[src/rtl/counter_updown_mod_if.sv]
// Control/status bundle for counter_updown_mod; the counter sits on the slave modport.
// COUNTER_UPDOWN_OVF_STICKY_EN adds the CLR_OVF/OVF sticky overflow pair.
interface counter_updown_mod_if #(
   parameter int unsigned WIDTH = 4
);
   logic             CE;
   logic             UP;
   logic             LOAD;
   logic [WIDTH-1:0] D;
   logic [WIDTH-1:0] O;
   logic             COUT;
   logic             TC;
`ifdef COUNTER_UPDOWN_OVF_STICKY_EN
   logic             CLR_OVF;
   logic             OVF;
`endif

`ifdef COUNTER_UPDOWN_OVF_STICKY_EN
   modport master (output CE, UP, LOAD, D, CLR_OVF, input O, COUT, TC, OVF);
   modport slave  (input CE, UP, LOAD, D, CLR_OVF, output O, COUT, TC, OVF);
`else
   modport master (output CE, UP, LOAD, D, input O, COUT, TC);
   modport slave  (input CE, UP, LOAD, D, output O, COUT, TC);
`endif
endinterface

[src/rtl/counter_updown_mod.sv]
// WIDTH-bit up/down counter, modulus MAX+1, with load, enable, wrap/saturate, COUT and TC.
// Optional sticky overflow flag enabled by defining COUNTER_UPDOWN_OVF_STICKY_EN.
module counter_updown_mod #(
   parameter int unsigned     WIDTH    = 4,
   parameter longint unsigned MAX      = (64'd1 << WIDTH) - 64'd1,
   parameter longint unsigned INIT     = 64'd0,
   parameter int unsigned     SATURATE = 0
) (
   input  logic CLK,
   input  logic RESET,
   counter_updown_mod_if.slave bus
);

   localparam logic [WIDTH-1:0] MAX_V  = MAX[WIDTH-1:0];
   localparam logic [WIDTH-1:0] INIT_V = INIT[WIDTH-1:0];
   localparam bit               SAT    = (SATURATE != 0);

   generate
      if (WIDTH < 1) begin : g_bad_width
         $error("counter_updown_mod: WIDTH must be at least 1");
      end
      if (WIDTH < 64 && MAX > ((64'd1 << WIDTH) - 64'd1)) begin : g_bad_max
         $error("counter_updown_mod: MAX does not fit in WIDTH bits");
      end
      if (INIT > MAX) begin : g_bad_init
         $error("counter_updown_mod: INIT exceeds MAX");
      end
   endgenerate

   logic [WIDTH-1:0] count_q;
   logic             cout_q;
   logic [WIDTH-1:0] count_next;
   logic             cout_next;
   logic             at_max;
   logic             at_zero;

   assign at_max  = (count_q == MAX_V);
   assign at_zero = (count_q == '0);

   // Limits are handled by the mux, so the adder never needs a carry bit.
   always_comb begin
      count_next = count_q;
      cout_next  = 1'b0;
      if (bus.LOAD) begin
         count_next = (bus.D > MAX_V) ? MAX_V : bus.D;
      end else if (bus.CE) begin
         if (bus.UP) begin
            if (at_max) begin
               count_next = SAT ? MAX_V : '0;
               cout_next  = 1'b1;
            end else begin
               count_next = count_q + {{(WIDTH-1){1'b0}}, 1'b1};
            end
         end else begin
            if (at_zero) begin
               count_next = SAT ? '0 : MAX_V;
               cout_next  = 1'b1;
            end else begin
               count_next = count_q - {{(WIDTH-1){1'b0}}, 1'b1};
            end
         end
      end
   end

   always_ff @(posedge CLK) begin
      if (RESET) begin
         count_q <= INIT_V;
         cout_q  <= 1'b0;
      end else begin
         count_q <= count_next;
         cout_q  <= cout_next;
      end
   end

   assign bus.O    = count_q;
   assign bus.COUT = cout_q;
   assign bus.TC   = bus.CE & ~bus.LOAD & ~RESET & (bus.UP ? at_max : at_zero);

`ifdef COUNTER_UPDOWN_OVF_STICKY_EN
   logic ovf_q;

   // A limit event in the same cycle as a clear request keeps the flag set.
   always_ff @(posedge CLK) begin
      if (RESET) begin
         ovf_q <= 1'b0;
      end else if (cout_next) begin
         ovf_q <= 1'b1;
      end else if (bus.CLR_OVF) begin
         ovf_q <= 1'b0;
      end
   end

   assign bus.OVF = ovf_q;
`endif

endmodule

[src/flat_wrapper.sv]
// flat-port wrapper written by rule: the top's interface ports become plain ports
module counter_updown_mod_flat 
#(
   parameter int unsigned     WIDTH    = 4,
   parameter longint unsigned MAX      = (64'd1 << WIDTH) - 64'd1,
   parameter longint unsigned INIT     = 64'd0,
   parameter int unsigned     SATURATE = 0
)
  (CLK, RESET, bus_CE, bus_UP, bus_LOAD, bus_D, bus_O, bus_COUT, bus_TC);
  counter_updown_mod_if #(.WIDTH(WIDTH)) bus_i ();
  input  logic CLK;
  input  logic RESET;
  input wire logic [$bits(bus_i.CE)-1:0] bus_CE;
  input wire logic [$bits(bus_i.UP)-1:0] bus_UP;
  input wire logic [$bits(bus_i.LOAD)-1:0] bus_LOAD;
  input wire logic [$bits(bus_i.D)-1:0] bus_D;
  output wire logic [$bits(bus_i.O)-1:0] bus_O;
  output wire logic [$bits(bus_i.COUT)-1:0] bus_COUT;
  output wire logic [$bits(bus_i.TC)-1:0] bus_TC;
  assign bus_i.CE = bus_CE;
  assign bus_i.UP = bus_UP;
  assign bus_i.LOAD = bus_LOAD;
  assign bus_i.D = bus_D;
  assign bus_O = bus_i.O;
  assign bus_COUT = bus_i.COUT;
  assign bus_TC = bus_i.TC;
  counter_updown_mod #(.WIDTH(WIDTH), .MAX(MAX), .INIT(INIT), .SATURATE(SATURATE)) u_core (.CLK(CLK), .RESET(RESET), .bus(bus_i));
endmodule
[config.mk]
export PLATFORM = sky130hd
export DESIGN_NAME = counter_updown_mod_flat
export DESIGN_NICKNAME = d
export VERILOG_FILES = /design/src/rtl/counter_updown_mod_if.sv /design/src/rtl/counter_updown_mod.sv /design/src/flat_wrapper.sv
export SDC_FILE = /design/constraint.sdc
export NUM_CORES = 1
export LEC_CHECK = 0
export BUFFER_PORTS_ARGS = -buffer_cell sky130_fd_sc_hd__buf_4
export CORE_AREA = 2 2 39 41
export DETAILED_ROUTE_END_ITERATION = 7
export DIE_AREA = 0 0 41 43
export PLACE_DENSITY = 0.55
export SLEW_MARGIN = 15
export SYNTH_ARGS = -nofsm -noshare
export SYNTH_HDL_FRONTEND = slang
export SYNTH_SLANG_ARGS = --single-unit
[constraint.sdc]
create_clock -name CLK -period 1.4 [get_ports CLK]
set_input_delay 0.14 -clock CLK [delete_from_list [all_inputs] [get_ports CLK]]
set_output_delay 0.14 -clock CLK [all_outputs]
set_load 0.1 [all_outputs]
; ---- After elaboration in Yosys (flattened, before gate mapping)
; Cells that the tools add are included.
; W data, S select, Z words.
[totals]
mem_bits_ro = 0
n_memories = 0
reg_bits = 5
out_inout_bits = 6
mem_bits_rw = 0
wordCells = 25
input_bits = 9
latchBits = 0
[op_classes]
n_addsub = 2
reduce_logical = 3
div_mod_pow = 0
shifts = 0
n_mul = 0
n_eq_ne = 1
bitwise_logic = 6
magnitude_cmp = 1
muxes = 10
[op_table]
columns = cell, count
row1 = $mux W4, 6
row2 = $add A4 B1 Y4 const B, 1
row3 = $eq A4 B4 Y1 const B, 1
row4 = $gt A4 B4 Y1 const B, 1
row5 = $logic_not A4 Y1, 1
row6 = $mux W1, 4
row7 = $sub A4 B1 Y4 const B, 1
row8 = $and A1 B1 Y1, 3
row9 = $not A1 Y1, 3
row10 = $reduce_or A3 Y1, 1
row11 = $reduce_bool A2 Y1, 1

; ---- Logic depth before layout (Yosys ltp)
; Gate-level depths: netlist of the first run.
[logic_depth]
ltp_word = 5
ltp_mapped = 6
depth_no_buf = 6

; ---- Least setup slack after synthesis of the first run
; OpenSTA, ideal clock, no wires.
[synth_path]
path_type = flip-flop to output port
start = register u_core.count_q[0], in the netlist u_core.bus.O[0]
end = output bus_TC
slack_ns = -1.862
t_arrival_ns = 3.122
n_path_buf = 0
required_time_ns = 1.260
path_stages_with_launch = 5
cell_sequence = dfxtp_1 ha_1 and3_2 nand2_1 a21oi_1
[synth_via]
elab_chain_len = 3
word_cells_on_any_way = 4
classes_between = eq/ne: 1 / mux: 1 / bitwise: 1 / reduce/logical: 1
[synth_rtl]
columns = item, line_no
row1 = from (decl), counter_updown_mod.sv:30  ; logic [WIDTH-1:0] count_q;
row2 = from (signal assigned), counter_updown_mod.sv:70  ; count_q <= count_next;
row3 = $eq A4 B4 Y1 or $logic_not A4 Y1 (tied branches), "counter_updown_mod.sv:37, counter_updown_mod.sv:38"
row4 = $mux W1 (*), counter_updown_mod.sv:77  ; assign bus.TC = bus.CE & ~bus.LOAD & ~RESET & (bus.UP ? at_max : at_zero);
row5 = $and A1 B1 Y1 (*), counter_updown_mod.sv:77
row6 = to (decl), flat_wrapper.sv:19  ; output wire logic [$bits(bus_i.TC)-1:0] bus_TC;
; Every way passes the cells marked *; elsewhere a longest branch is shown, timed or not.

; ---- Final worst setup path of the first run
[layout_path]
start = register u_core.count_q[1], in the netlist u_core.bus.O[1]
end = output bus_TC
; Same word-level chain as after synthesis.

==> flow_summary.ini, run 1 <==
[status]
outcome = finished with violations
violations = setup timing

[setup_path]
crit_buf_inv = 2
worstSetupEndpointType = output port
rr_worst_depth = 7
arrival_ns = 1.72
r2r-start = u_core.bus.O[0]$_SDFFE_PP0P_
max_stage_delay_ns = 0.36
critical_path.top_delay_family = simple AND/OR/NAND/NOR gates
startpoint_type = flip-flop
timing.rr.end = u_core.bus.O[2]$_SDFFE_PP0P_
cpMaxStageDelayCell = or3b_4
r2r_slack_ns = -0.05
critical_path_class = flip-flop to output port
worstPathMaxFanout = 2
worstPathRequired_ns = 1.26
cp_cell_sequence = inv_4, ha_4, or3b_4, or2_4, a21oi_4, buf_12

[timing]
max_freq_mhz = 538
timing.final.ws_setup_ns = -0.458
skew_ns = 0.000194
tightest_slew_ns = 0.279
relSlewSlack_pct = 81.6
finalHoldViolCount = 0
fin_crit_sh_pct = 133
setup_tns_ns = -0.531
setup_viol = 3
maxSlewViolCount = 0
period_minus_slack_ns = 1.86
grt_setup_unrepaired = yes

[route]
ant_nets = 0
drc = 0
drtIter0Drc = 4
dr.pass1.iters = 3
vias_per_cell = 4.81
num_vias = 409
wl_um = 927
wl_per_cell_um = 10.9

[cts]
clock_path_buffers = 2
worstSkewPairLatency_ns = 0.24
path_clk_slew_ns = 0.04
cts.sinks = 5
clock-root-buffer = clkbuf_4
cts_hold_buffers = 0
htree_levels = 1
cts_buffers = 3
cts_tree = done

[yosys]
synth_area_leaders = dfxtp_1, a21oi_1, ha_1
synth-seq-cells = 5
yosys_warnings = 0
yosysUniqueCellTypes = 23
yosysMostFrequentCell = a21oi_1
synth_area_um2 = 353
syn_avg_cell_area_um2 = 7.84
async_reset_ff_share_pct = 0
synth_flop_cell = dfxtp_1
synth_nets = 56
synth_edf_count = 0
yosysSeqAreaShare_pct = 28.4
yosysTopAreaCellShare_pct = 28.4
synthCells = 45
synth_top_area_cell = dfxtp_1
ys_top_cells_by_count = a21oi_1, dfxtp_1, inv_1

[min_path]
whs_endpoint = u_core.bus.O[0]$_SDFFE_PP0P_
hold_depth = 2
hold_start = RESET
hold_path.class = primary input to flip-flop

[global_route]
grtUsageTotal_pct = 13.9
grt_pass1_wl_um = 1590
antenna_found_initial = 0
grt_pass1_vias = 371
overflow = 0
grt_max_degree = 10

[floorplanning]
row_count = 14
io_pins = 15
die_width_um = 41
start_util_pct = 25.5
design.core.area_um2 = 1380
die-height_um = 43
dieArea_um2 = 1760

[final_layout]
syn_to_final_growth_pct = 78.4
fin_cells = 85
drive_gt1_share_pct = 55.1
fin_nets = 81
diodes = 0

[run]
cap_violations = 0

[placed_design]
hpwl_um = 736
gp_congestion = 0.690
place_inst = 81
portBuffers = 14

[power_and_ir_drop]
powerDensity_nw_per_um2 = 913
vdd_drop_max_mv = 0.366
leakagePower_nw = 0.276
-- how the worst max path moves through the flow --
stage / from / slack [ns] / cells past startpoint / end
floorplan: u_core.bus.O[1]$_SDFFE_PP0P_ / -0.61 / 5 / bus_TC
global placement: u_core.bus.O[1]$_SDFFE_PP0P_ / -0.28 / 6 / bus_TC
detailed placement: u_core.bus.O[1]$_SDFFE_PP0P_ / -0.29 / 6 / bus_TC
CTS: u_core.bus.O[1]$_SDFFE_PP0P_ / -0.47 / 6 / bus_TC
global route: u_core.bus.O[1]$_SDFFE_PP0P_ / -0.52 / 6 / bus_TC
finish: u_core.bus.O[1]$_SDFFE_PP0P_ / -0.46 / 6 / bus_TC
-- through the flow --
step	area, um2	setup WS [ns]	power [W]	utilization (%)	hold slack (ns)
2_1_floorplan	389	-0.607	0.000319	-	0.199
4_1_cts	613	-0.471	0.000576	44.3	0.0855
6_report	629	-0.458	0.000575	45.5	0.0872
3_3_place_gp	559	-0.275	0.000394	40.4	0.344
3_5_place_dp	559	-0.288	0.000394	40.4	0.346
5_1_grt	629	-0.520	0.000621	45.5	0.0812
-- registers in the layout (all words and copies together) (netlist names) --
register	count
u_core.bus.COUT	1
u_core.bus.O	4
-- routing by layer --
metal | track usage, % | wire length, um | vias up
met2 | 20.3 | 477 | 12
li1 | - | - | 211
met1 | 16.0 | 376 | 186
met4 | 4.00 | 0 | 0
met5 | 0 | 0 | -
met3 | 9.42 | 73 | 0
-- worst reg2reg max path: cells and delay by family (launching register included) --
family / cells / cell delay, ns
flip-flops: 1 / 0.34
buffers and inverters: 2 / 0.29
multiplexers: 1 / 0.26
adder cells (fa/ha/maj): 1 / 0.16
AO/OA/AOI/OAI: 1 / 0.16
XOR/XNOR: 1 / 0.07
AND/OR/NAND/NOR: 1 / 0.06
-- where the power goes --
group	leakage (nW)	total [W]	switching [W]	internal, W
logic	0.217	0.000243	0.000147	0.0000955
clock network	0.0150	0.000167	0.0000589	0.000108
registers	0.0434	0.000165	0.0000118	0.000154
-- area by class of cell --
cell class	instances	area [um2]
clock buffers	4	26.3
fillers	150	754
inverters	5	23.8
multi-input cells	35	284
flip-flops and latches	5	113
well taps	16	20.0
repair buffers	20	163
-- layout by cell type, fill, tap and decap left out --
cell type  netlist  routed
nand2_2          0       1
or2_4            0       1
o21ai_0          2       1
clkbuf_4         0       3
a21oi_1          7       6
xnor2_1          2       2
mux2_2           1       1
mux2i_1          1       1
nor3b_1          1       1
a221oi_2         0       1
o21ai_1          0       1
dfxtp_1          5       1
and3_2           1       1
dfxtp_2          0       1
a21o_1           1       1
or3_1            1       1
or3b_4           0       1
ha_4             0       2
a21oi_4          0       1
buf_12           0       1
a211oi_1         1       1
buf_4            0      19
nand3_1          2       2
nand2_1          4       3
inv_4            0       2
o21bai_1         1       1
o32ai_1          1       1
o221ai_1         1       1
dfxtp_4          0       3
nor2_1           2       2
inv_1            5       3
o21a_1           1       1
clkbuf_1         0       1
-- cell families (layout without fill, tap and decap cells) --
kind of cell / after synthesis / count (layout) / share of synthesized area, %
mux: 2 / 2 / 6.03
xor+xnor: 2 / 2 / 4.97
compound gates: 16 / 16 / 28.7
flops: 5 / 5 / 28.4
fa+ha+maj: 2 / 2 / 7.09
simple gates: 13 / 13 / 19.5
buf+inv: 5 / 29 / 5.32
-- repair_timing --
| action | in CTS | in global routing |
|---|---|---|
| pin swaps | 1 | 4 |
| resized for setup | 7 | 6 |
| setup endpoints to repair | 4 | 5 |
| buffers inserted | 0 | 1 |
Power figures use the tool's default switching activity.
==> run 2: changes to the inputs <==
- CORE_AREA: 2 2 39 41 -> 10 10 47 49
- DIE_AREA: 0 0 41 43 -> 0 0 57 59
==> run 2 against run 1 <==
Global-route usage is 7.1 points lower. Highest routed layer unchanged. Critical path depth stayed put. Clock power hardly changed. Largest power group unchanged. The flow still finishes with violations (setup timing). Final area is 2.2% lower.
==> flow_summary.ini, run 2 (synthesis results as in run 1) <==
[status]
violations = setup timing
outcome = finished with violations

[setup_path]
cp_cell_sequence = inv_4, ha_4, or3b_4, or2_4, a21oi_4, buf_12
crit_buf_inv = 2
worstPathRequired_ns = 1.26
cpMaxStageDelayCell = or3b_4
worstPathMaxFanout = 3
critical_path.top_delay_family = simple AND/OR/NAND/NOR gates
startpoint_type = flip-flop
critical_path_class = flip-flop to output port
max_stage_delay_ns = 0.37
worstSetupEndpointType = output port
arrival_ns = 1.74

[timing]
relSlewSlack_pct = 81.5
max_freq_mhz = 531
tightest_slew_ns = 0.280
timing.final.ws_setup_ns = -0.484
setup_viol = 2
finalHoldViolCount = 0
skew_ns = 0.00178
period_minus_slack_ns = 1.88
grt_setup_unrepaired = yes
maxSlewViolCount = 0
fin_crit_sh_pct = 135

[min_path]
hold_path.class = primary input to flip-flop

[power_and_ir_drop]
powerDensity_nw_per_um2 = 930
power.total_w = 0.000573
leakagePower_nw = 0.271
vdd_drop_max_mv = 0.561

[cts]
cts_hold_buffers = 0
clock-root-buffer = clkbuf_4
postCtsSetupBuffers = 0
worstSkewPairLatency_ns = 0.24
cts.sinks = 5
cts_buffers = 3
cts_tree = done
htree_levels = 1
clock_path_buffers = 2
path_clk_slew_ns = 0.04

[route]
drc = 0
wl_um = 1090
drtIter0Drc = 2
num_vias = 416
dr.pass1.iters = 2
wl_per_cell_um = 13.0
vias_per_cell = 4.95
ant_nets = 0

[final_layout]
final_cell_mix = buf_4, a21oi_1
syn_to_final_growth_pct = 74.5
diodes = 0
final_common_cell = buf_4
fin_nets = 80
largest_register_ffs = 4
fill_cells = 148
drive_gt1_share_pct = 54.4

[placed_design]
dp_worst_setup_slack_ns = -0.298
portBuffers = 14
gp_congestion = 0.784
hpwl_um = 850

[floorplanning]
start_util_pct = 25.2
row_count = 14
io_pins = 15
die_width_um = 57
design.core.area_um2 = 1400
dieArea_um2 = 3360
die-height_um = 59

[global_route]
overflow = 0
grt_pass1_wl_um = 1860
antenna_found_initial = 0
grt_pass1_vias = 440
grt_max_degree = 10
grtUsageTotal_pct = 6.83

[run]
cap_violations = 0
==> run 2: cell types whose count changed in the layout (fill, tap and decap cells not counted), sizes merged <==
| cell | previous run | this run |
|---|---|---|
| buf | 20 | 19 |
==> run 2: through the flow <==
stage / util (%) / instance area, um2 / TNS (ns) / hold slack (ns) / cells
after global routing: 43.9 / 616 / -0.808 / 0.0714 / 84
after global placement: 39.4 / 552 / -0.392 / 0.332 / 80
after floorplan: - / 389 / -0.806 / 0.199 / 45
final: 43.9 / 616 / -0.530 / 0.0814 / 84
after CTS: 43.0 / 603 / -0.571 / 0.0780 / 84
after detailed placement: 39.4 / 552 / -0.434 / 0.339 / 80
==> run 2: final cells by class <==
cell class                      count  area (um2)  share of cell area [%]
Timing Repair Buffer               19         159                    25.8
Inverter                            5        23.8                    3.86
Tap cell                           16        20.0                    3.25
Sequential cell                     5         113                    18.3
Multi-Input combinational cell     35         274                    44.5
Clock buffer                        4        26.3                    4.27
==> run 2: worst paths after layout <==
path                                start                           end  slack, ns  depth (start not counted)
max          u_core.bus.O[0]$_SDFFE_PP0P_                        bus_TC      -0.48                          6
min                                 RESET  u_core.bus.O[1]$_SDFFE_PP0P_       0.08                          2
max reg2reg  u_core.bus.O[1]$_SDFFE_PP0P_  u_core.bus.O[2]$_SDFFE_PP0P_      -0.05                          7
min reg2reg  u_core.bus.O[3]$_SDFFE_PP0P_    u_core.bus.COUT$_SDFF_PN0_       0.63                          2
==> run 2: repair_timing <==
action                     CTS  global route
setup endpoints to repair    4             5
pin swaps                    1             2
gates resized for setup      6             6
==> run 2: power breakdown <==
part | internal, W | total (W) | switching (W)
Combinational | 0.0000927 | 0.000239 | 0.000146
Clock | 0.000108 | 0.000168 | 0.0000606
Sequential | 0.000153 | 0.000166 | 0.0000122
Total | 0.000354 | 0.000573 | 0.000219
==> run 2: metal layers <==
metal  GRT usage (%)  up-vias  part of all wire [%]
li1                -      211                     -
met1            6.52      193                    40
met2            11.9       12                    50
met3            4.94        0                   9.7
met4            1.01        0                     0
met5               0        -                     0
==> run 3: changes to the inputs <==
- PLACE_DENSITY: 0.55 -> not set
- PLACE_DENSITY_LB_ADDON: not set -> 0.25
==> run 3 against run 2 <==
The flow still finishes with violations (setup timing). Routed wire length shrank 3.6%. Sequential share of layout area grew 0.42 points. Worst hold slack gained 0.0073 ns. Clock skew is essentially flat. Combinational power is essentially flat. Final area shrank 2.2%. Critical path depth is the same.
==> flow_summary.ini, run 3 (synthesis results as in run 1) <==
[final_layout]
fin_nets = 79
final_util_pct = 42.9
fill_cells = 149
diodes = 0
syn_to_final_growth_pct = 70.6
drive_gt1_share_pct = 53.7
largest_register_ffs = 4
final_cell_mix = buf_4, a21oi_1
final_common_cell = buf_4

[power_and_ir_drop]
leakagePower_nw = 0.264
vdd_drop_max_mv = 0.614
powerDensity_nw_per_um2 = 937

[timing]
period_minus_slack_ns = 1.89
max_freq_mhz = 529
maxSlewViolCount = 0
grt_setup_unrepaired = yes
finalHoldViolCount = 0
setup_viol = 2
skew_ns = 0.00188
relSlewSlack_pct = 81.4
tightest_slew_ns = 0.282
timing.final.ws_setup_ns = -0.491
fin_crit_sh_pct = 135

[status]
outcome = finished with violations
violations = setup timing

[cts]
postCtsSetupBuffers = 0
cts.sinks = 5
path_clk_slew_ns = 0.04
clock-root-buffer = clkbuf_4
cts_tree = done
cts_buffers = 3
clock_path_buffers = 2
worstSkewPairLatency_ns = 0.24
htree_levels = 1

[placed_design]
hpwl_um = 872
dp_worst_setup_slack_ns = -0.316
portBuffers = 14
gp_congestion = 0.704

[route]
num_vias = 400
wl_per_cell_um = 12.6
vias_per_cell = 4.82
wl_um = 1050
dr.pass1.iters = 2
drtIter0Drc = 4
ant_nets = 0
drc = 0

[global_route]
grt_pass1_wl_um = 1740
grt_pass1_vias = 415
antenna_found_initial = 0
grtUsageTotal_pct = 6.62
overflow = 0
grt_max_degree = 10

[setup_path]
r2r-start = u_core.bus.O[2]$_SDFFE_PP0P_
rr_worst_depth = 4
worstPathRequired_ns = 1.26
critical_path.startpoint = u_core.bus.O[0]$_SDFFE_PP0P_
worstPathMaxFanout = 3
critical_path_class = flip-flop to output port
arrival_ns = 1.75
worstSetupEndpointType = output port
startpoint_type = flip-flop

[floorplanning]
dieArea_um2 = 3360
row_count = 14
start_util_pct = 25.2
io_pins = 15
die-height_um = 59
design.core.area_um2 = 1400
die_width_um = 57

[min_path]
hold_path.class = primary input to flip-flop
hold_depth = 2
hold_start = RESET

[run]
cap_violations = 0
## run 3: what timing repair did
item                                   in CTS  in global routing
setup endpoints to repair                   3                  5
resized for setup                           7                  3
pin swaps                                   1                  2
endpoints found under the hold margin       0                  0
hold buffers                                0                  0
## run 3: worst paths after layout
check / endpoint / slack (ns)
worst min-delay path: u_core.bus.O[0]$_SDFFE_PP0P_ / 0.09
worst max-delay path: bus_TC / -0.49
worst min register to register: u_core.bus.COUT$_SDFF_PN0_ / 0.62
worst max register to register: u_core.bus.O[3]$_SDFFE_PP0P_ / -0.01
## run 3: critical path, cell delays in order (launching register included)
cell,delay (ns)
dfxtp_4,0.33
inv_2,0.06
ha_4,0.12
or3b_4,0.38
or2_4,0.26
a21oi_4,0.17
buf_12,0.19
## run 3: layer usage
layer | vias up | global-route usage [%] | part of all wire, %
met5 | - | 0 | 0
met4 | 0 | 1.01 | 0
met3 | 0 | 6.01 | 10
met2 | 13 | 11.9 | 52
met1 | 178 | 5.36 | 38
li1 | 209 | - | -
## run 3: report_power, final
| part | switching (W) | internal (W) |
|---|---|---|
| Sequential | 0.0000110 | 0.000153 |
| Clock | 0.0000563 | 0.000108 |
| Combinational | 0.000146 | 0.0000900 |
| Total | 0.000213 | 0.000351 |
## run 3: layout make-up
cell class | instances | area (um2) | share of cell area, %
Clock buffer | 4 | 26.3 | 4.37
Multi-Input combinational cell | 35 | 274 | 45.5
Tap cell | 16 | 20.0 | 3.33
Inverter | 5 | 21.3 | 3.53
Timing Repair Buffer | 18 | 148 | 24.5
Sequential cell | 5 | 113 | 18.7
## run 3: through the flow
step	area (um2)	instances	TNS [ns]	hold slack, ns	power [W]
2_1_floorplan	389	45	-0.806	0.199	0.000319
3_3_place_gp	544	79	-0.354	0.336	0.000388
3_5_place_dp	544	79	-0.382	0.340	0.000389
4_1_cts	594	83	-0.488	0.0835	0.000569
5_1_grt	602	83	-0.753	0.0690	0.000611
6_report	602	83	-0.498	0.0887	0.000564
